`src/rtl/uram_read_gearbox_pkg.sv`:
```
`default_nettype none
// ============================================================================
//  Module      : uram_pkg
//  Description : Shared widths, word-index type and word enum for the URAM
//                readout gearbox.
//  Revision    : 1.0 - initial release
// ============================================================================
package uram_pkg;

  localparam int c_DEF_NSAMP = 8;
  localparam int c_DEF_NBIT  = 12;

  localparam int NSAMP_MEM  = c_DEF_NSAMP * 3 / 4;
  localparam int CHUNK_BITS = c_DEF_NSAMP / 4 * c_DEF_NBIT;

  typedef logic [1:0] widx_t;

  typedef enum logic [1:0] {
    W0 = 2'd0,
    W1 = 2'd1,
    W2 = 2'd2,
    W3 = 2'd3
  } widx_e;

  function automatic widx_t widx_next(input widx_t w);
    return w + 2'd1;
  endfunction

endpackage
`default_nettype wire

```
`src/rtl/uram_read_unscramble.sv`:
```
`default_nettype none
// ============================================================================
//  Module      : uram_read_unscramble
//  Description : Combinational per-word chunk permutation that undoes the
//                write-side scramble; chunk c0 sits in the LSBs.
//  Revision    : 1.0 - initial release
// ============================================================================
module uram_read_unscramble
  import uram_pkg::*;
#(
  parameter int CW = CHUNK_BITS
) (
  input  logic [3*CW-1:0] i_word,
  input  widx_t           i_widx,
  output logic [3*CW-1:0] o_word
);

  logic [CW-1:0] w_c0;
  logic [CW-1:0] w_c1;
  logic [CW-1:0] w_c2;

  assign w_c0 = i_word[CW-1:0];
  assign w_c1 = i_word[2*CW-1:CW];
  assign w_c2 = i_word[3*CW-1:2*CW];

  // Concatenations are MSB-first, so each reads as {out.c2, out.c1, out.c0}.
  always_comb begin
    o_word = i_word;
    case (widx_e'(i_widx))
      W0: o_word = i_word;
      W1: o_word = {w_c2, w_c0, w_c1};
      W2: o_word = {w_c0, w_c1, w_c2};
      W3: o_word = {w_c0, w_c2, w_c1};
    endcase
  end

endmodule
`default_nettype wire

```
`src/rtl/uram_read_gearbox.sv`:
```
`default_nettype none
// ============================================================================
//  Module      : uram_read_gearbox
//  Description : Unscrambles 3-chunk URAM words and repacks 4 words into
//                3 output beats. Macro URAM_READ_UNSCRAMBLE_EN enables the
//                chunk permutation; undefined gives a pure 6->8 gearbox.
//  Revision    : 1.0 - initial release
// ============================================================================
module uram_read_gearbox
  import uram_pkg::*;
#(
  parameter int NSAMP = 8,
  parameter int NBIT  = 12
) (
  input  logic                    memclk_i,
  input  logic                    memclk_rst_i,
  input  logic [NSAMP*3/4*NBIT-1:0] dat_i,
  input  logic                    dat_valid_i,
  input  logic                    dat_first_i,
  output logic                    dat_ready_o,
  output logic [NSAMP*NBIT-1:0]   dat_o,
  output logic                    dat_valid_o,
  input  logic                    dat_ready_i,
  output logic                    align_err_o
);

  localparam int c_CW = NSAMP / 4 * NBIT;
  localparam int c_WW = 3 * c_CW;
  localparam int c_BW = NSAMP * NBIT;

  widx_t             r_wcnt;
  logic [c_WW-1:0]   r_resid;
  logic [c_BW-1:0]   r_dat;
  logic              r_valid;
  logic              r_err;

  logic              w_accept;
  logic              w_misalign;
  logic              w_load;
  widx_e             w_idx;
  logic [c_WW-1:0]   w_unscr;
  logic [c_WW-1:0]   w_resid_nxt;
  logic [c_BW-1:0]   w_beat;

  assign dat_ready_o = !r_valid | dat_ready_i;
  assign dat_o       = r_dat;
  assign dat_valid_o = r_valid;
  assign align_err_o = r_err;

  assign w_accept   = dat_valid_i & dat_ready_o;
  // A first-flagged word always restarts the group, discarding any partial one.
  assign w_idx      = dat_first_i ? W0 : widx_e'(r_wcnt);
  assign w_misalign = w_accept & dat_first_i & (r_wcnt != 2'd0);

`ifdef URAM_READ_UNSCRAMBLE_EN
  uram_read_unscramble #(
    .CW (c_CW)
  ) u_unscramble (
    .i_word (dat_i),
    .i_widx (widx_t'(w_idx)),
    .o_word (w_unscr)
  );
`else
  assign w_unscr = dat_i;
`endif

  // Residual holds 3, 2, 1, 0 leftover chunks after words 0..3 respectively.
  always_comb begin
    w_beat      = '0;
    w_resid_nxt = r_resid;
    w_load      = 1'b0;
    case (w_idx)
      W0: begin
        w_resid_nxt = w_unscr;
      end
      W1: begin
        w_beat      = {w_unscr[c_CW-1:0], r_resid};
        w_resid_nxt = {{c_CW{1'b0}}, w_unscr[c_WW-1:c_CW]};
        w_load      = 1'b1;
      end
      W2: begin
        w_beat      = {w_unscr[2*c_CW-1:0], r_resid[2*c_CW-1:0]};
        w_resid_nxt = {{(2*c_CW){1'b0}}, w_unscr[c_WW-1:2*c_CW]};
        w_load      = 1'b1;
      end
      W3: begin
        w_beat      = {w_unscr, r_resid[c_CW-1:0]};
        w_resid_nxt = '0;
        w_load      = 1'b1;
      end
    endcase
  end

  always_ff @(posedge memclk_i) begin
    if (memclk_rst_i) begin
      r_wcnt  <= '0;
      r_resid <= '0;
      r_dat   <= '0;
      r_valid <= 1'b0;
      r_err   <= 1'b0;
    end else begin
      r_err <= w_misalign;
      if (w_accept) begin
        r_wcnt  <= widx_next(widx_t'(w_idx));
        r_resid <= w_resid_nxt;
      end
      if (w_accept && w_load) begin
        r_dat   <= w_beat;
        r_valid <= 1'b1;
      end else if (dat_ready_i) begin
        r_valid <= 1'b0;
      end
    end
  end

endmodule
`default_nettype wire

```
`config.mk`:
```
export PLATFORM = sky130hd
export DESIGN_NAME = uram_read_gearbox
export DESIGN_NICKNAME = d
export VERILOG_FILES = /design/src/rtl/uram_read_gearbox_pkg.sv /design/src/rtl/uram_read_unscramble.sv /design/src/rtl/uram_read_gearbox.sv
export SDC_FILE = /design/constraint.sdc
export NUM_CORES = 1
export LEC_CHECK = 0
export ABC_AREA = 1
export CORE_ASPECT_RATIO = 1.2
export CORE_MARGIN = 2
export CORE_UTILIZATION = 40
export CTS_CLUSTER_DIAMETER = 30
export CTS_CLUSTER_SIZE = 30
export DETAILED_ROUTE_END_ITERATION = 12
export SLEW_MARGIN = 10
export SYNTH_ARGS = -nofsm -noshare
export SYNTH_HDL_FRONTEND = slang
export SYNTH_SLANG_ARGS = --single-unit
```
`constraint.sdc`:
```
create_clock -name memclk_i -period 2 [get_ports memclk_i]
set_input_delay 0.5 -clock memclk_i [delete_from_list [all_inputs] [get_ports memclk_i]]
set_output_delay 0.5 -clock memclk_i [all_outputs]
set_load 0.01 [all_outputs]
```
# ---- Word level (Yosys, flattened, before mapping)
# Cells that the tools add are included.
dict set report word_totals {
  register_bits 172
  latchBits 0
  ramBits 0
  romBits 0
  inputBits 77
  out_inout_bits 99
  wordCells 25
  mem_count 0
}
dict set report op_classes {
  addsub 1
  mul 0
  div 0
  n_lt_le_gt_ge 0
  eq_ne 3
  shifts 0
  n_mux 6
  bitwise 4
  n_reduce_logical 6
}
# operator count
set ops {}
lappend ops {{$pmux W72 S4} 1}
lappend ops {{$pmux W96 S3} 1}
lappend ops {{$eq A2 B2 Y1 const B} 2}
lappend ops {{$reduce_bool A2 Y1} 2}
lappend ops {{$and A1 B1 Y1} 3}
lappend ops {{$mux W1} 3}
lappend ops {{$reduce_or A3 Y1} 1}
lappend ops {{$add A2 B1 Y2 const B} 1}
lappend ops {{$eq A2 B1 Y1 const B} 1}
lappend ops {{$logic_not A2 Y1} 1}
lappend ops {{$mux W2} 1}
lappend ops {{$logic_and A1 B1 Y1} 1}
lappend ops {{$logic_not A1 Y1} 1}
lappend ops {{$or A1 B1 Y1} 1}

# ---- Depth between registers and ports, before layout
# Gate-level depths: netlist (run 1).
dict set report logic_depth {
  ltp_word 6
  depth_mapped 12
  depth_no_buf 10
}

# ---- Least setup slack after synthesis (run 1)
# Ideal clock, no wire load.
dict set report synth_path {
  kind {input port to flip-flop}
  start {input dat_first_i}
  end {register r_dat[19], in the netlist dat_o[19]}
  setup_ns 0.116
  arrival_time_ns 1.624
  required_time_ns 1.884
  setup_slack_ns 0.260
  cell_stages 9
  path_buffers 2
  cell_sequence {inv_1 nand2_1 ha_1 inv_2 nand3_2 buf_2 buf_2 o21ai_0 nor2_1}
}
dict set report synth_via {
  elab_chain_len 5
  elab_cells_between_ends 8
  cone_classes {eq/ne (3); mux (3); reduce/logical (2)}
}
# element line
set synth_lines {}
lappend synth_lines {{start: declaration} uram_read_gearbox.sv:19} ;# input logic dat_first_i,
lappend synth_lines {{$mux W2 *} uram_read_gearbox.sv:52} ;# assign w_idx = dat_first_i ? W0 : widx_e'(r_wcnt);
lappend synth_lines {{$eq A2 B2 Y1 / $eq A2 B1 Y1 (equally long branches)} uram_read_gearbox.sv:72} ;# case (w_idx)
lappend synth_lines {{$reduce_or A3 Y1 (no line)} n/a}
lappend synth_lines {{$mux W1} uram_read_gearbox.sv:72}
lappend synth_lines {{$logic_and A1 B1 Y1} uram_read_gearbox.sv:107} ;# if (w_accept && w_load) begin
lappend synth_lines {{end signal: assignment} uram_read_gearbox.sv:108} ;# r_dat <= w_beat;
lappend synth_lines {{end: declaration} uram_read_gearbox.sv:33} ;# logic [c_BW-1:0] r_dat;
# Every way passes the cells marked *; elsewhere a longest branch is shown, timed or not.
# A chain may end at the register's enable or synchronous reset.

# ---- Worst setup path after layout (run 1)
dict set report layout_path {
  start {input dat_first_i}
  end {register r_resid[12]}
}
dict set report layout_via {
  elab_chain_len 3
  elab_cells_between_ends 6
  cone_classes {eq/ne (3); mux (2); reduce/logical (1)}
}
# element line
set layout_lines {}
lappend layout_lines {{$mux W2 *} uram_read_gearbox.sv:52}
lappend layout_lines {{$eq A2 B2 Y1 (tied with other cells)} uram_read_gearbox.sv:72}
lappend layout_lines {{$pmux W72 S4 *} uram_read_gearbox.sv:72}
lappend layout_lines {{end signal: assignment} uram_read_gearbox.sv:105} ;# r_resid <= w_resid_nxt;
lappend layout_lines {{end: declaration} uram_read_gearbox.sv:32} ;# logic [c_WW-1:0] r_resid;
# Marked as above.

==> results.yml, run 1 <==
worst_hold_path:
  hold_path_depth: 2
  worst_hold_path_type: "flop to flop"
  hold_path_startpoint: "r_resid[49]"
finish:
  final_nets: 1792
  fin_util_pct: 54.3
  drive_gt1_share_pct: 6.32
  antennaDiodeCount: 0
  num-fill-cells: 2315
  flow.area_growth_from_synthesis_pct: 34.1
timing:
  max_clock_freq_mhz: 487
  worst_slew_pin_slew_ns: 0.779
  finalHoldWorstSlack_ns: 0.483
  finalWorstPathRequiredPeriod_ns: 2.05
  final_critical_path_setup_slack_ns: -0.0547
  hold_violations: 0
  timing.clock.skew_ns: 0.0111
  fin_crit_sh_pct: 103
  setup_repair_after_global_routing_missed_its_margin: "yes"
  final_max_slew_viol_count: 0
  relSlewSlack_pct: 48.0
  finalSetupViolations: 12
routing:
  detail_route.wirelength.met1_um: 14300
  vias: 9658
  first_pass_iters: 7
  route.antenna.remaining_nets: 0
  dr_wl_met3_um: 1750
  detail_route.wirelength_um: 29000
  remaining_drc_errors: 0
  maxUsedRoutingLayer: "met4"
  wl_met2_um: 12500
  detail_route.vias_per_cell: 4.82
  drt_iter0_drc: 756
  routedWlPerCell_um: 14.5
placed_design:
  place.gp.congestion: 0.912
  detailedPlacementHpwl_um: 20000
  port_buffers: 175
synthesis:
  async_flop_share_pct: 0
  synth_enable_flop_cells: 0
  post_synth.cell_area_avg_um2: 5.84
  synth_most_common_cell: "sky130_fd_sc_hd__nand2_1"
  synth.top_cells.by_area: "sky130_fd_sc_hd__dfxtp_1, sky130_fd_sc_hd__nand2_1, sky130_fd_sc_hd__nor2_1, sky130_fd_sc_hd__o21ai_0, sky130_fd_sc_hd__inv_1"
  syn_area_um2: 9060
  synth_top_flop_cell: "sky130_fd_sc_hd__dfxtp_1"
  postSynthRegisterBits: 172
  yosys_warnings: 0
  synth_cell_types: 18
  synth.top_cell.area_share_pct: 38.0
  syn-num-nets: 1633
  syn_inst: 1552
  synth.yosys.seq_area_share_pct: 38.0
  synth_area_leader_cell: "sky130_fd_sc_hd__dfxtp_1"
  synth_commonest_cells: "sky130_fd_sc_hd__nand2_1, sky130_fd_sc_hd__nor2_1, sky130_fd_sc_hd__dfxtp_1"
die:
  row_count: 60
  floorplan.initialDensity_pct: 40.5
  die-area_um2: 23900
  design.portCount: 176
  fp.dieW_um: 141
  design.core.area_um2: 22400
  die_h_um: 169
cts:
  cts_sinks: 172
  number_of_cts_inserted_buffers: 17
  tritoncts: "done"
  htree_num_levels: 4
  clock_insertion_delay_worst_skew_ns: 0.43
  number_of_hold_repair_buffers_added_at_the_cts_stage: 0
  cts-root-buf: "sky130_fd_sc_hd__clkbuf_16"
  cts_setup_buffers: 0
  clk_path_buf_depth: 2
  clk_pin_slew_worst_paths_ns: 0.07
setup_path:
  crit_path_max_fanout: 12
  timing.critical_path.arrival_ns: 2.41
  crit-reg2reg-launch: "r_wcnt[0]"
  worst_r2r_path_depth: 9
  critPathLaunch: "dat_first_i"
  setup_crit_end_kind: "flop"
  cp.required_ns: 2.36
  worst_setup_path_start_kind: "primary input"
  critical_path_class: "primary input to flop"
global_route:
  antenna_violations_before_repair: 0
  grt_first_pass_wirelength_um: 46000
  first_global_vias: 8622
  globalRouteOverflowTotal: 0
  pin_count_of_the_biggest_net_entering_global_routing: 54
  global_route.usage.total_pct: 24.1
run_status:
  failed_checks: "setup timing"
  result_of_the_run: "finished, violations left"
pwr:
  leakagePower_nw: 5.90
  power_density_nw_per_um2: 721
  worst_ir_drop_vdd_mv: 0.640
flow_run:
  cap_viol_max_count: 0
[metrics by stage]
step	setup TNS [ns]	worst slack [ns]	power [W]	std cells	instance area, µm²
CTS	0	0.00730	0.00881	2002	12100
floorplan	0	0.260	0.00477	1552	9060
detailed placement	-75.46	-0.752	0.00564	1970	11500
global placement	-73.63	-0.740	0.00562	1970	11500
finish	-0.319	-0.0547	0.00876	2003	12100
global route	-2.27	-0.0638	0.00918	2003	12100
[cells in the final DEF, fill, tap and decap left out, drive strengths merged]
cell	netlist	final
ha	4	4
dlygate4sd2	0	1
clkinvlp	0	4
buf	64	64
clkinv	1	4
nand3	73	73
nor2	318	319
dfxtp	172	172
nand2	562	562
nor4	1	1
inv	151	157
clkdlybuf4s50	0	174
o21ai	169	169
clkbuf	36	19
a21boi	1	1
[cell type report]
type	count	area, µm²	area share, %
timing repair buffer	239	2570	21.1
tap	279	349	2.87
clock buffer	19	443	3.65
sequential	172	3440	28.3
inverter	152	573	4.72
clock inverter	13	108	0.886
multi-input combinational	1129	4660	38.4
[registers in the layout (all words and copies together), names as in the netlist]
name,flops
dat_o,96
r_resid,72
r_wcnt,2
align_err_o,1
dat_valid_o,1
[logic make-up after synthesis]
kind of cell | synth area share, %
AND/OR/NAND/NOR | 40.6
adder cells (fa/ha/maj) | 0.552
buffers and inverters | 11.4
flip-flops | 38.0
AO/OA/AOI/OAI | 9.46
[final timing paths]
check	slack (ns)	endpoint
setup / recovery	-0.05	r_resid[12]
hold / removal	0.48	r_resid[49]
setup reg to reg	0.14	r_resid[12]
hold reg to reg	0.48	r_resid[49]
[power breakdown]
| part | total [W] | internal [W] | switching [W] |
|---|---|---|---|
| Combinational | 0.00176 | 0.000798 | 0.000962 |
| Clock | 0.00317 | 0.00165 | 0.00152 |
| Sequential | 0.00383 | 0.00368 | 0.000155 |
[timing repair]
| action | in CTS | in global routing |
|---|---|---|
| endpoints found under the setup margin | 83 | 146 |
| gates resized for setup | 8 | 22 |
| gates cloned | 0 | 1 |
[per-layer routing]
metal	GRT usage, %	vias to the layer above
li1	-	5011
met4	6.70	0
met2	36.7	310
met3	3.54	32
met1	35.4	4305
met5	0	-
[worst max-delay path: stages]
cell	delay, ns
sky130_fd_sc_hd__clkdlybuf4s50_1	0.41
sky130_fd_sc_hd__inv_2	0.09
sky130_fd_sc_hd__nand2_2	0.08
sky130_fd_sc_hd__inv_1	0.12
sky130_fd_sc_hd__ha_4	0.16
sky130_fd_sc_hd__inv_1	0.09
sky130_fd_sc_hd__nor2_2	0.61
sky130_fd_sc_hd__nand2_1	0.10
sky130_fd_sc_hd__nand2_1	0.10
sky130_fd_sc_hd__nor2_1	0.04
sky130_fd_sc_hd__nor2_1	0.11
(Power assumes the default switching activity.)
==> run 2: changes to the inputs <==
--- a/config.mk
+++ b/config.mk
@@ -9,9 +9,11 @@
 export CORE_ASPECT_RATIO = 1.2
 export CORE_MARGIN = 2
 export CORE_UTILIZATION = 40
+export CTS_BUF_LIST = sky130_fd_sc_hd__clkbuf_8
 export CTS_CLUSTER_DIAMETER = 30
 export CTS_CLUSTER_SIZE = 30
 export DETAILED_ROUTE_END_ITERATION = 12
+export MAX_ROUTING_LAYER = met4
 export SLEW_MARGIN = 10
 export SYNTH_ARGS = -nofsm -noshare
 export SYNTH_HDL_FRONTEND = slang
==> results.yml, run 2 (synthesis gave the netlist of run 1 again) <==
run_status:
  result_of_the_run: "complete, no violations"
setup_path:
  r2r_end: "dat_o[13]"
  setup_crit_end_kind: "flop"
  crit_path_max_fanout: 7
  worst_setup_path_start_kind: "primary input"
  crit-reg2reg-launch: "r_wcnt[0]"
  cp.required_ns: 2.37
  worst_r2r_path_depth: 10
  critical_path_class: "primary input to flop"
  setup_slack_of_the_most_critical_reg_to_reg_path_ns: 0.17
  timing.critical_path.arrival_ns: 2.33
cts:
  htree_num_levels: 4
  clk_path_buf_depth: 2
  cts-root-buf: "sky130_fd_sc_hd__clkbuf_8"
  clk_pin_slew_worst_paths_ns: 0.09
  clock_insertion_delay_worst_skew_ns: 0.48
  cts_sinks: 172
  number_of_cts_inserted_buffers: 17
  tritoncts: "done"
routing:
  drt_iter0_drc: 886
  detail_route.vias_per_cell: 4.80
  first_pass_iters: 5
  route.antenna.remaining_nets: 0
  routedWlPerCell_um: 14.5
  remaining_drc_errors: 0
  detail_route.wirelength_um: 29100
  vias: 9627
pwr:
  p_switching_w: 0.00248
  internal_w: 0.00588
  power_density_nw_per_um2: 693
  power.share.switching_pct: 29.7
  sequentialPowerShare_pct: 45.8
  leakagePower_nw: 5.92
  p_comb_share_pct: 21.1
  worst_ir_drop_vdd_mv: 0.437
  power.clock.fraction_pct: 33.1
timing:
  max_clock_freq_mhz: 509
  hold_violations: 0
  fin_crit_sh_pct: 98.2
  final_max_slew_viol_count: 0
  worst_slew_pin_slew_ns: 0.715
  timing.clock.skew_ns: 0.00961
  relSlewSlack_pct: 52.3
  finalWorstPathRequiredPeriod_ns: 1.96
  setup_total_negative_slack_ns: 0
  finalSetupViolations: 0
global_route:
  first_global_vias: 8663
  pin_count_of_the_biggest_net_entering_global_routing: 65
  grt_first_pass_wirelength_um: 45900
  globalRouteOverflowTotal: 0
  global_route.usage.total_pct: 24.8
  antenna_violations_before_repair: 0
die:
  die_h_um: 169
  design.core.area_um2: 22400
  design.portCount: 176
  floorplan.initialDensity_pct: 40.5
  fp.dieW_um: 141
  row_count: 60
  die-area_um2: 23900
placed_design:
  postPlaceCellArea_um2: 11500
  place.gp.congestion: 0.918
  detailedPlacementHpwl_um: 20100
  port_buffers: 175
worst_hold_path:
  hold-path-endpoint: "r_resid[48]"
  worst_hold_path_type: "flop to flop"
  hold_path_depth: 2
  hold_path_startpoint: "r_resid[48]"
finish:
  antennaDiodeCount: 0
  design_area_um2: 12100
  fin_util_pct: 53.9
  layout_common_cells: "sky130_fd_sc_hd__nand2_1, sky130_fd_sc_hd__nor2_1, sky130_fd_sc_hd__clkdlybuf4s50_1"
  area.sequential_um2: 3440
  flow.area_growth_from_synthesis_pct: 33.1
  num-fill-cells: 2314
  most_common_cell_after_layout_fill_and_taps_aside: "sky130_fd_sc_hd__nand2_1"
  final_nets: 1796
  largest_register_ff_count: 96
  multi_input_comb_area_um2: 4680
  drive_gt1_share_pct: 6.60
flow_run:
  cap_viol_max_count: 0
run 2: changes by cell type in the layout (fill, tap and decap cells not counted), sizes merged:
cell | before | now
bufinv | 0 | 4
buf | 64 | 66
clkdlybuf4s50 | 174 | 172
clkinvlp | 4 | 2
dlymetal6s2s | 0 | 2
clkbuf | 19 | 20
inv | 157 | 156
run 2: critical path, stage by stage:
cell	delay [ns]
sky130_fd_sc_hd__clkdlybuf4s50_1	0.41
sky130_fd_sc_hd__inv_2	0.09
sky130_fd_sc_hd__nand2_2	0.07
sky130_fd_sc_hd__buf_4	0.15
sky130_fd_sc_hd__ha_4	0.18
sky130_fd_sc_hd__buf_4	0.14
sky130_fd_sc_hd__inv_4	0.08
sky130_fd_sc_hd__nand3_4	0.15
sky130_fd_sc_hd__buf_4	0.19
sky130_fd_sc_hd__clkbuf_16	0.15
sky130_fd_sc_hd__o21ai_0	0.17
sky130_fd_sc_hd__nor2_1	0.06
run 2: power groups by stage:
stage | combinational, W | sequential (W) | clock (W)
floorplan | 0.000837 | 0.00393 | 0
global placement | 0.00172 | 0.00390 | 0
detailed placement | 0.00172 | 0.00390 | 0
CTS | 0.00174 | 0.00383 | 0.00283
global route | 0.00197 | 0.00386 | 0.00296
finish | 0.00176 | 0.00383 | 0.00277
run 2: cell type report:
| type | count | area share, % |
|---|---|---|
| multi-input cells | 1129 | 38.8 |
| flip-flops and latches | 172 | 28.6 |
| repair buffers | 243 | 21.3 |
| inverters | 152 | 4.77 |
| well taps | 279 | 2.89 |
| clock buffers | 18 | 2.05 |
| clock inverters | 14 | 1.62 |
run 2: layer usage:
layer,track usage [%],vias up,routed length (µm)
li1,-,5013,-
met2,36.5,311,12600
met3,3.73,32,1640
met1,35.6,4271,14400
met5,-,-,0
met4,6.52,0,461
run 2: how the worst max path moves through the flow:
stage,depth (start not counted),startpoint,end,slack (ns)
floorplan,9,dat_first_i,dat_o[19],0.26
global placement,10,dat_first_i,r_resid[21],-0.79
detailed placement,10,dat_first_i,r_resid[5],-0.78
CTS,1,dat_o[26],dat_o[26],0.02
global route,11,dat_first_i,r_resid[17],-0.002
finish,12,dat_first_i,dat_o[13],0.04
run 2: timing repair:
item / in CTS / in global routing
setup buffers: 0 / 1
hold buffers: 0 / 0
setup endpoints to repair: 80 / 106
resized for setup: 4 / 18
pin swaps: 0 / 1
endpoints found under the hold margin: 0 / 0
gates cloned: 0 / 3
run 2: per-stage QoR:
| stage | instances | setup WS (ns) | hold slack (ns) | total power (W) |
|---|---|---|---|---|
| CTS | 2003 | 0.0205 | 0.490 | 0.00840 |
| global placement | 1971 | -0.787 | 0.461 | 0.00562 |
| finish | 2007 | 0.0354 | 0.487 | 0.00836 |
| floorplan | 1552 | 0.260 | 0.455 | 0.00477 |
| global route | 2007 | -0.00157 | 0.513 | 0.00879 |
| detailed placement | 1971 | -0.780 | 0.468 | 0.00563 |
